<file path="src/rtl/writeback_sequencer_if.sv">
// rtl/writeback_sequencer_if.sv - writeback sequencer handshake bundle
// Carries the ALU result port, load issue/return ports, register-file write port and busy mask.
interface writeback_sequencer_if #(
  parameter int DATA_W = 32,
  parameter int NREG   = 16
);
  logic              alu_valid;
  logic [3:0]        alu_rd;
  logic [DATA_W-1:0] alu_data;
  logic              alu_ready;
  logic              ld_issue;
  logic [3:0]        ld_rd;
  logic              issue_ok;
  logic              ld_valid;
  logic [DATA_W-1:0] ld_data;
  logic              ld_ready;
  logic [3:0]        wb_reg;
  logic [DATA_W-1:0] wb_value;
  logic              wb_en;
  logic [NREG-1:0]   busy_mask;

  modport master (
    output alu_valid, alu_rd, alu_data, ld_issue, ld_rd, ld_valid, ld_data,
    input  alu_ready, issue_ok, ld_ready, wb_reg, wb_value, wb_en, busy_mask
  );

  modport slave (
    input  alu_valid, alu_rd, alu_data, ld_issue, ld_rd, ld_valid, ld_data,
    output alu_ready, issue_ok, ld_ready, wb_reg, wb_value, wb_en, busy_mask
  );
endinterface

</file>
<file path="src/rtl/writeback_sequencer.sv">
// rtl/writeback_sequencer.sv - register-file writeback arbiter with in-order load tag queue
// Load returns beat ALU results; ALU writes to a register with a pending load are held (WAW).
module writeback_sequencer #(
  parameter int DATA_W   = 32,
  parameter int NREG     = 16,
  parameter int LD_DEPTH = 2
) (
  input  logic                          clk,
  input  logic                          rst,
  writeback_sequencer_if.slave          seq_io
);
  localparam int PW = (LD_DEPTH > 1) ? $clog2(LD_DEPTH) : 1;
  localparam int CW = $clog2(LD_DEPTH + 1);

  logic [3:0]        tag_q [LD_DEPTH];
  logic [LD_DEPTH-1:0] vld_q;
  logic [PW-1:0]     rd_ptr_q, wr_ptr_q;
  logic [CW-1:0]     count_q;

  logic              wb_en_q, wb_en_d;
  logic [3:0]        wb_reg_q, wb_reg_d;
  logic [DATA_W-1:0] wb_value_q, wb_value_d;

  logic              push, pop, alu_acc, alu_ready;
  logic [3:0]        head_rd;
  logic [NREG-1:0]   busy;

  function automatic logic [PW-1:0] ptr_inc(input logic [PW-1:0] p);
    return (p == PW'(LD_DEPTH - 1)) ? '0 : p + 1'b1;
  endfunction

  assign head_rd   = tag_q[rd_ptr_q];
  assign push      = seq_io.ld_issue && (count_q < CW'(LD_DEPTH));
  assign pop       = seq_io.ld_valid && (count_q != '0);
  assign alu_ready = !pop && !busy[seq_io.alu_rd];
  assign alu_acc   = seq_io.alu_valid && alu_ready;

  // x0 never marks a register busy, so ALU writes to x0 are never stalled.
  always_comb begin
    busy = '0;
    for (int i = 0; i < LD_DEPTH; i++) begin
      if (vld_q[i] && (tag_q[i] != 4'd0)) begin
        busy[tag_q[i]] = 1'b1;
      end
    end
  end

  always_ff @(posedge clk or posedge rst) begin
    if (rst) begin
      for (int i = 0; i < LD_DEPTH; i++) begin
        tag_q[i] <= 4'd0;
      end
      vld_q    <= '0;
      rd_ptr_q <= '0;
      wr_ptr_q <= '0;
      count_q  <= '0;
    end else begin
      if (pop) begin
        vld_q[rd_ptr_q] <= 1'b0;
        rd_ptr_q        <= ptr_inc(rd_ptr_q);
      end
      if (push) begin
        tag_q[wr_ptr_q] <= seq_io.ld_rd;
        vld_q[wr_ptr_q] <= 1'b1;
        wr_ptr_q        <= ptr_inc(wr_ptr_q);
      end
      count_q <= count_q + CW'(push) - CW'(pop);
    end
  end

  // Index and data only move on a real write; an x0 accept leaves them holding.
  always_comb begin
    wb_en_d    = 1'b0;
    wb_reg_d   = wb_reg_q;
    wb_value_d = wb_value_q;
    if (pop) begin
      if (head_rd != 4'd0) begin
        wb_en_d    = 1'b1;
        wb_reg_d   = head_rd;
        wb_value_d = seq_io.ld_data;
      end
    end else if (alu_acc && (seq_io.alu_rd != 4'd0)) begin
      wb_en_d    = 1'b1;
      wb_reg_d   = seq_io.alu_rd;
      wb_value_d = seq_io.alu_data;
    end
  end

  always_ff @(posedge clk or posedge rst) begin
    if (rst) begin
      wb_en_q    <= 1'b0;
      wb_reg_q   <= 4'd0;
      wb_value_q <= '0;
    end else begin
      wb_en_q    <= wb_en_d;
      wb_reg_q   <= wb_reg_d;
      wb_value_q <= wb_value_d;
    end
  end

  assign seq_io.alu_ready = alu_ready;
  assign seq_io.issue_ok  = (count_q < CW'(LD_DEPTH));
  assign seq_io.ld_ready  = (count_q != '0);
  assign seq_io.busy_mask = busy;
  assign seq_io.wb_en     = wb_en_q;
  assign seq_io.wb_reg    = wb_reg_q;
  assign seq_io.wb_value  = wb_value_q;
endmodule

</file>
<file path="src/flat_wrapper.sv">
// flat-port wrapper written by rule: the top's interface ports become plain ports
module writeback_sequencer_flat 
#(
  parameter int DATA_W   = 32,
  parameter int NREG     = 16,
  parameter int LD_DEPTH = 2
)
  (clk, rst, seq_io_alu_valid, seq_io_alu_rd, seq_io_alu_data, seq_io_ld_issue, seq_io_ld_rd, seq_io_ld_valid, seq_io_ld_data, seq_io_alu_ready, seq_io_issue_ok, seq_io_ld_ready, seq_io_wb_reg, seq_io_wb_value, seq_io_wb_en, seq_io_busy_mask);
  writeback_sequencer_if #(.DATA_W(DATA_W), .NREG(NREG)) seq_io_i ();
  input  logic clk;
  input  logic rst;
  input wire logic [$bits(seq_io_i.alu_valid)-1:0] seq_io_alu_valid;
  input wire logic [$bits(seq_io_i.alu_rd)-1:0] seq_io_alu_rd;
  input wire logic [$bits(seq_io_i.alu_data)-1:0] seq_io_alu_data;
  input wire logic [$bits(seq_io_i.ld_issue)-1:0] seq_io_ld_issue;
  input wire logic [$bits(seq_io_i.ld_rd)-1:0] seq_io_ld_rd;
  input wire logic [$bits(seq_io_i.ld_valid)-1:0] seq_io_ld_valid;
  input wire logic [$bits(seq_io_i.ld_data)-1:0] seq_io_ld_data;
  output wire logic [$bits(seq_io_i.alu_ready)-1:0] seq_io_alu_ready;
  output wire logic [$bits(seq_io_i.issue_ok)-1:0] seq_io_issue_ok;
  output wire logic [$bits(seq_io_i.ld_ready)-1:0] seq_io_ld_ready;
  output wire logic [$bits(seq_io_i.wb_reg)-1:0] seq_io_wb_reg;
  output wire logic [$bits(seq_io_i.wb_value)-1:0] seq_io_wb_value;
  output wire logic [$bits(seq_io_i.wb_en)-1:0] seq_io_wb_en;
  output wire logic [$bits(seq_io_i.busy_mask)-1:0] seq_io_busy_mask;
  assign seq_io_i.alu_valid = seq_io_alu_valid;
  assign seq_io_i.alu_rd = seq_io_alu_rd;
  assign seq_io_i.alu_data = seq_io_alu_data;
  assign seq_io_i.ld_issue = seq_io_ld_issue;
  assign seq_io_i.ld_rd = seq_io_ld_rd;
  assign seq_io_i.ld_valid = seq_io_ld_valid;
  assign seq_io_i.ld_data = seq_io_ld_data;
  assign seq_io_alu_ready = seq_io_i.alu_ready;
  assign seq_io_issue_ok = seq_io_i.issue_ok;
  assign seq_io_ld_ready = seq_io_i.ld_ready;
  assign seq_io_wb_reg = seq_io_i.wb_reg;
  assign seq_io_wb_value = seq_io_i.wb_value;
  assign seq_io_wb_en = seq_io_i.wb_en;
  assign seq_io_busy_mask = seq_io_i.busy_mask;
  writeback_sequencer #(.DATA_W(DATA_W), .NREG(NREG), .LD_DEPTH(LD_DEPTH)) u_core (.clk(clk), .rst(rst), .seq_io(seq_io_i));
endmodule
</file>
<file path="config.mk">
export PLATFORM = sky130hd
export DESIGN_NAME = writeback_sequencer_flat
export DESIGN_NICKNAME = d
export VERILOG_FILES = /design/src/rtl/writeback_sequencer_if.sv /design/src/rtl/writeback_sequencer.sv /design/src/flat_wrapper.sv
export SDC_FILE = /design/constraint.sdc
export NUM_CORES = 1
export LEC_CHECK = 0
export BUFFER_PORTS_ARGS = -buffer_cell sky130_fd_sc_hd__buf_2
export CAP_MARGIN = 10
export CORE_UTILIZATION = 40
export DETAILED_ROUTE_END_ITERATION = 10
export GPL_TIMING_DRIVEN = 0
export PLACE_DENSITY_LB_ADDON = 0.2
export SLEW_MARGIN = 10
export SYNTH_ARGS = -nofsm -noshare
export SYNTH_HDL_FRONTEND = slang
export SYNTH_SLANG_ARGS = --single-unit
</file>
<file path="constraint.sdc">
create_clock -name clk -period 5.5 [get_ports clk]
set_input_delay 0.825 -clock clk [delete_from_list [all_inputs] [get_ports clk]]
set_output_delay 0.825 -clock clk [all_outputs]
set_load 0.02 [all_outputs]
</file>
# == Yosys cells after proc, flatten, opt, wreduce, memory -nomap -nowiden ==
# Index checks and enable logic that the tools add are counted.
# totals
register_bits,51
inputBits,77
# classes
n_addsub,4
n_lt_le_gt_ge,13
eq_ne,1
mux,31
n_bitwise,6
reduce_logical,21
# op_table
cell,count
$mux 32,3
$mux 16,2
$mux 4,7
$or 16x16->16,1
$reduce_bool 4->1,4
$lt 4x5->1 const B,3
$logic_and 1x1->1,12
$mux 1,10
$bwmux 8,1
$demux 1 s4,2
$ge 4x1->1 const B,2
$bmux 1 s4,1
$demux 4 s1,1
$ge 2x2->1 const B,2
$lt 1x2->1 const B,2
$mux 2,2
$not 1->2,2
$reduce_bool 2->1,2
$add 1x1->1 const B,2
$add 2x1->2,1
$and 2x2->2,1
$demux 1 s1,2
$ge 1x1->1 const B,2
$logic_not 1->1,2
other kinds (7),7

# == Longest topological paths before layout ==
# depth
word_depth,15
mapped_depth,9

# == Worst setup path after synthesis ==
# OpenSTA, ideal clock, no wires.
# synth_timing
path_type,input to output
start,in seq_io_alu_rd[1]
end,out seq_io_alu_ready
t_arrival_ns,2.007
t_required_ns,4.675
path_slack_ns,2.668
stages,6
path_cell_list,clkbuf_1 -> or4_1 -> o21a_1 -> nand4b_1 -> o211a_2 -> nor2_1
# synth_via
elab_chain_len,4
# synth_lines
item,line,source
from (decl),flat_wrapper.sv:13,input wire logic [$bits(seq_io_i.alu_rd)-1:0] seq_io_alu_rd;
$bmux 1 s4,writeback_sequencer.sv:35,assign alu_ready = !pop && !busy[seq_io.alu_rd];
$mux 1 (not written as such),writeback_sequencer.sv:35,
$logic_not 1->1,writeback_sequencer.sv:35,
$logic_and 1x1->1,writeback_sequencer.sv:35,
to (decl),flat_wrapper.sv:19,output wire logic [$bits(seq_io_i.alu_ready)-1:0] seq_io_alu_ready;
# No other way between the ends. The select of a mux whose other input is x is not followed.

# == Worst setup path in the final report ==
# layout_timing
start,in seq_io_alu_rd[0]
end,out seq_io_alu_ready
# Same word-level chain as after synthesis.

==> flow_summary.yaml <==
status:
  status: "finished, final reports clean"
cells_and_area:
  antenna-diode-count: 0
  multi_input_area_sq_um: 1580
  largest_reg_flops: 32
  final_area_sq_um: 3850
  areaGrowthSynthToFinish_pct: 30.2
  num-nets-final: 518
  fin_util: 0.552
  regArea_sq_um: 1280
  drive_gt1_frac: 0.437
  fillers: 669
clock_tree:
  post_cts_resize_count: 0
  cts_sinks: 51
  cts_max_level: 2
  cts_made_buffers: 5
  cts_buffer_depth: 2
  postCtsHoldBufs: 0
  cts-root-buf: "clkbuf_8"
  clk_latency_ns: 0.29
  cts_tree: "built"
  cts_setup_buffers: 0
  path_clk_slew_ns: 0.09
setup_path:
  critPathLaunchType: "input port"
  arrival_ns: 2.29
  worstPathRequired_ns: 4.68
  cp-end-kind: "output port"
  cp_max_fo: 10
  path_class: "in -> out"
sta:
  max_slew_margin: 0.554
  report.final.slew_viol_count: 0
  rsz0062_at_grt: "no"
  finalSetupTns_ns: 0
  fmax_mhz: 321
  worst-slew-pin-transition_ns: 0.669
  setup_violations: 0
  hold_viol_final: 0
  post-route-min-period_ns: 3.12
  fin_crit_sh: 0.567
  finClkSkew_ns: 0.00782
drt:
  vias: 2683
  drtIter0Drc: 159
  drtPass1Iterations: 4
  drcViolationCount: 0
  final_antenna_net_count: 0
  viasPerCell: 5.01
  finalWirelength_um: 7440
  wl_per_cell_um: 13.9
grt:
  gr-usage-met3: 0.0434
  first_global_vias: 2473
  grtUsageTotal: 0.195
  busiest_layer: "met2"
  grt_pass1_wl_um: 11800
  grt_start_max_net_pins: 33
  grt_overflow: 0
  antenna_found_initial: 0
  global_route.usage.met2: 0.316
  met1_usage: 0.269
job:
  cap_violations: 0
synthesis:
  synth_top_area_cell: "dfrtp_1"
  syn-cell-area_sq_um: 2960
  synth_nets: 380
  synth_top_area_frac: 0.431
  synth_cells: 301
  synth_edf_count: 0
  synth.avg_cell_area_sq_um: 9.83
  ys_top_cells_by_area: "dfrtp_1, mux2_4, nand2_1, mux2_2, o22ai_1"
  synth_seq_cells: 51
  async_flop_share: 1.00
  synth_ff_type: "dfrtp_1"
  synth_cell_types: 45
  ys_seq_area_frac: 0.431
  synth_warnings: 0
floorplan:
  dieArea_sq_um: 7740
  io_pins: 133
  core-area_sq_um: 6980
  fp.dieW_um: 88.0
  start_util: 0.424
  rows: 30
  die_y_um: 88.0
placed_design:
  io_buffer_count: 130
  dpl-instance-area_sq_um: 3750
  hpwl_um: 5630
  gp_congestion: 0.853
power_and_ir_drop:
  leakage_uw: 0.00204
  p_per_area_nw_per_um2: 574
  ir_worst_vdd_uv: 255
worst_hold_path:
  hp-class: "reg -> reg"
[cell usage after synthesis, drive strengths merged, types with 2 or more instances]
cell type,count
nand2,108
dfrtp,51
mux2,44
o22ai,15
clkbuf,9
buf,6
inv,6
o21ai,6
nand2b,5
mux2i,4
nand3b,4
nor2b,4
a22oi,3
or2,3
xnor2,3
a21oi,2
ha,2
nand3,2
nor2,2
nor4,2
o211ai,2
or3b,2
[through the flow]
step / hold WS [ns] / total power (uW) / setup slack [ns] / instances
2_1_floorplan: 0.463 / 1600 / 2.67 / 301
3_3_place_gp: 0.478 / 1940 / 2.23 / 527
3_5_place_dp: 0.482 / 1970 / 2.22 / 528
4_1_cts: 0.498 / 2220 / 2.39 / 535
5_1_grt: 0.527 / 2360 / 2.23 / 535
6_report: 0.506 / 2210 / 2.38 / 535
[cells by family (layout without fill, tap and decap cells)]
| kind of cell | count (synthesis) | after routing | synth area share |
|---|---|---|---|
| AOI/OAI and AO/OA | 37 | 37 | 0.0931 |
| xor gates and xnor gates | 4 | 4 | 0.0118 |
| adders and majority gates | 2 | 2 | 0.00846 |
| buffers and inverters | 21 | 159 | 0.0360 |
| DFF | 51 | 51 | 0.431 |
| muxes | 48 | 48 | 0.218 |
| other | 1 | 1 | 0.00127 |
| and+or+nand+nor | 137 | 137 | 0.200 |
[placed cells by master, fill, tap and decap left out, types with 3 or more instances in the layout]
master    count
or2_1         3
buf_6         3
xnor2_1       3
inv_1         4
clkbuf_8      5
nand2_1     108
nand3b_1      4
nand2b_1      5
a22oi_1       3
o22ai_1      14
o21ai_0       6
dfrtp_1      51
nor2b_1       4
buf_2       131
clkbuf_1     10
mux2_2       15
mux2_4       29
mux2i_1       4
[worst max-delay path: stages]
cell and delay (ns):
buf_2 0.10, clkbuf_1 0.20, or3_1 0.44, o21a_1 0.20, nand4b_1 0.09, o211a_2 0.22
nor2_1 0.05, buf_2 0.16
[power by group]
part           switching, uW  total [uW]  internal (uW)
Sequential               141         710            569
Combinational            686        1250            564
Clock                    116         249            134
[path summary, 6_finish.rpt]
kind / from / endpoint / slack, ns / cells past startpoint
hold / removal: u_core.wr_ptr_q / u_core.wr_ptr_q / 0.51 / 1
hold reg to reg: u_core.wr_ptr_q / u_core.wr_ptr_q / 0.51 / 1
min in group asynchronous: rst / u_core.seq_io.wb_value[8] / 0.52 / 2
setup reg to reg: u_core.count_q[1] / u_core.seq_io.wb_value[7] / 2.68 / 9
max in group asynchronous: rst / u_core.seq_io.wb_value[28] / 4.45 / 3
setup / recovery: seq_io_alu_rd[0] / seq_io_alu_ready / 2.38 / 8
[layer usage]
metal,vias to the layer above,part of all wire,wire [um]
met4,0,0.0058,43
met3,4,0.064,474
li1,1301,-,-
met2,96,0.48,3590
met5,-,0,0
met1,1282,0.45,3330
[area by class of cell]
cell class,count,share of cell area
multi-input cells,229,0.409
flip-flops and latches,51,0.331
repair buffers,131,0.174
well taps,96,0.0312
plain buffers,15,0.0218
clock buffers,6,0.0188
clock inverters,1,0.00780
inverters,6,0.00585
(Power assumes the default switching activity.)
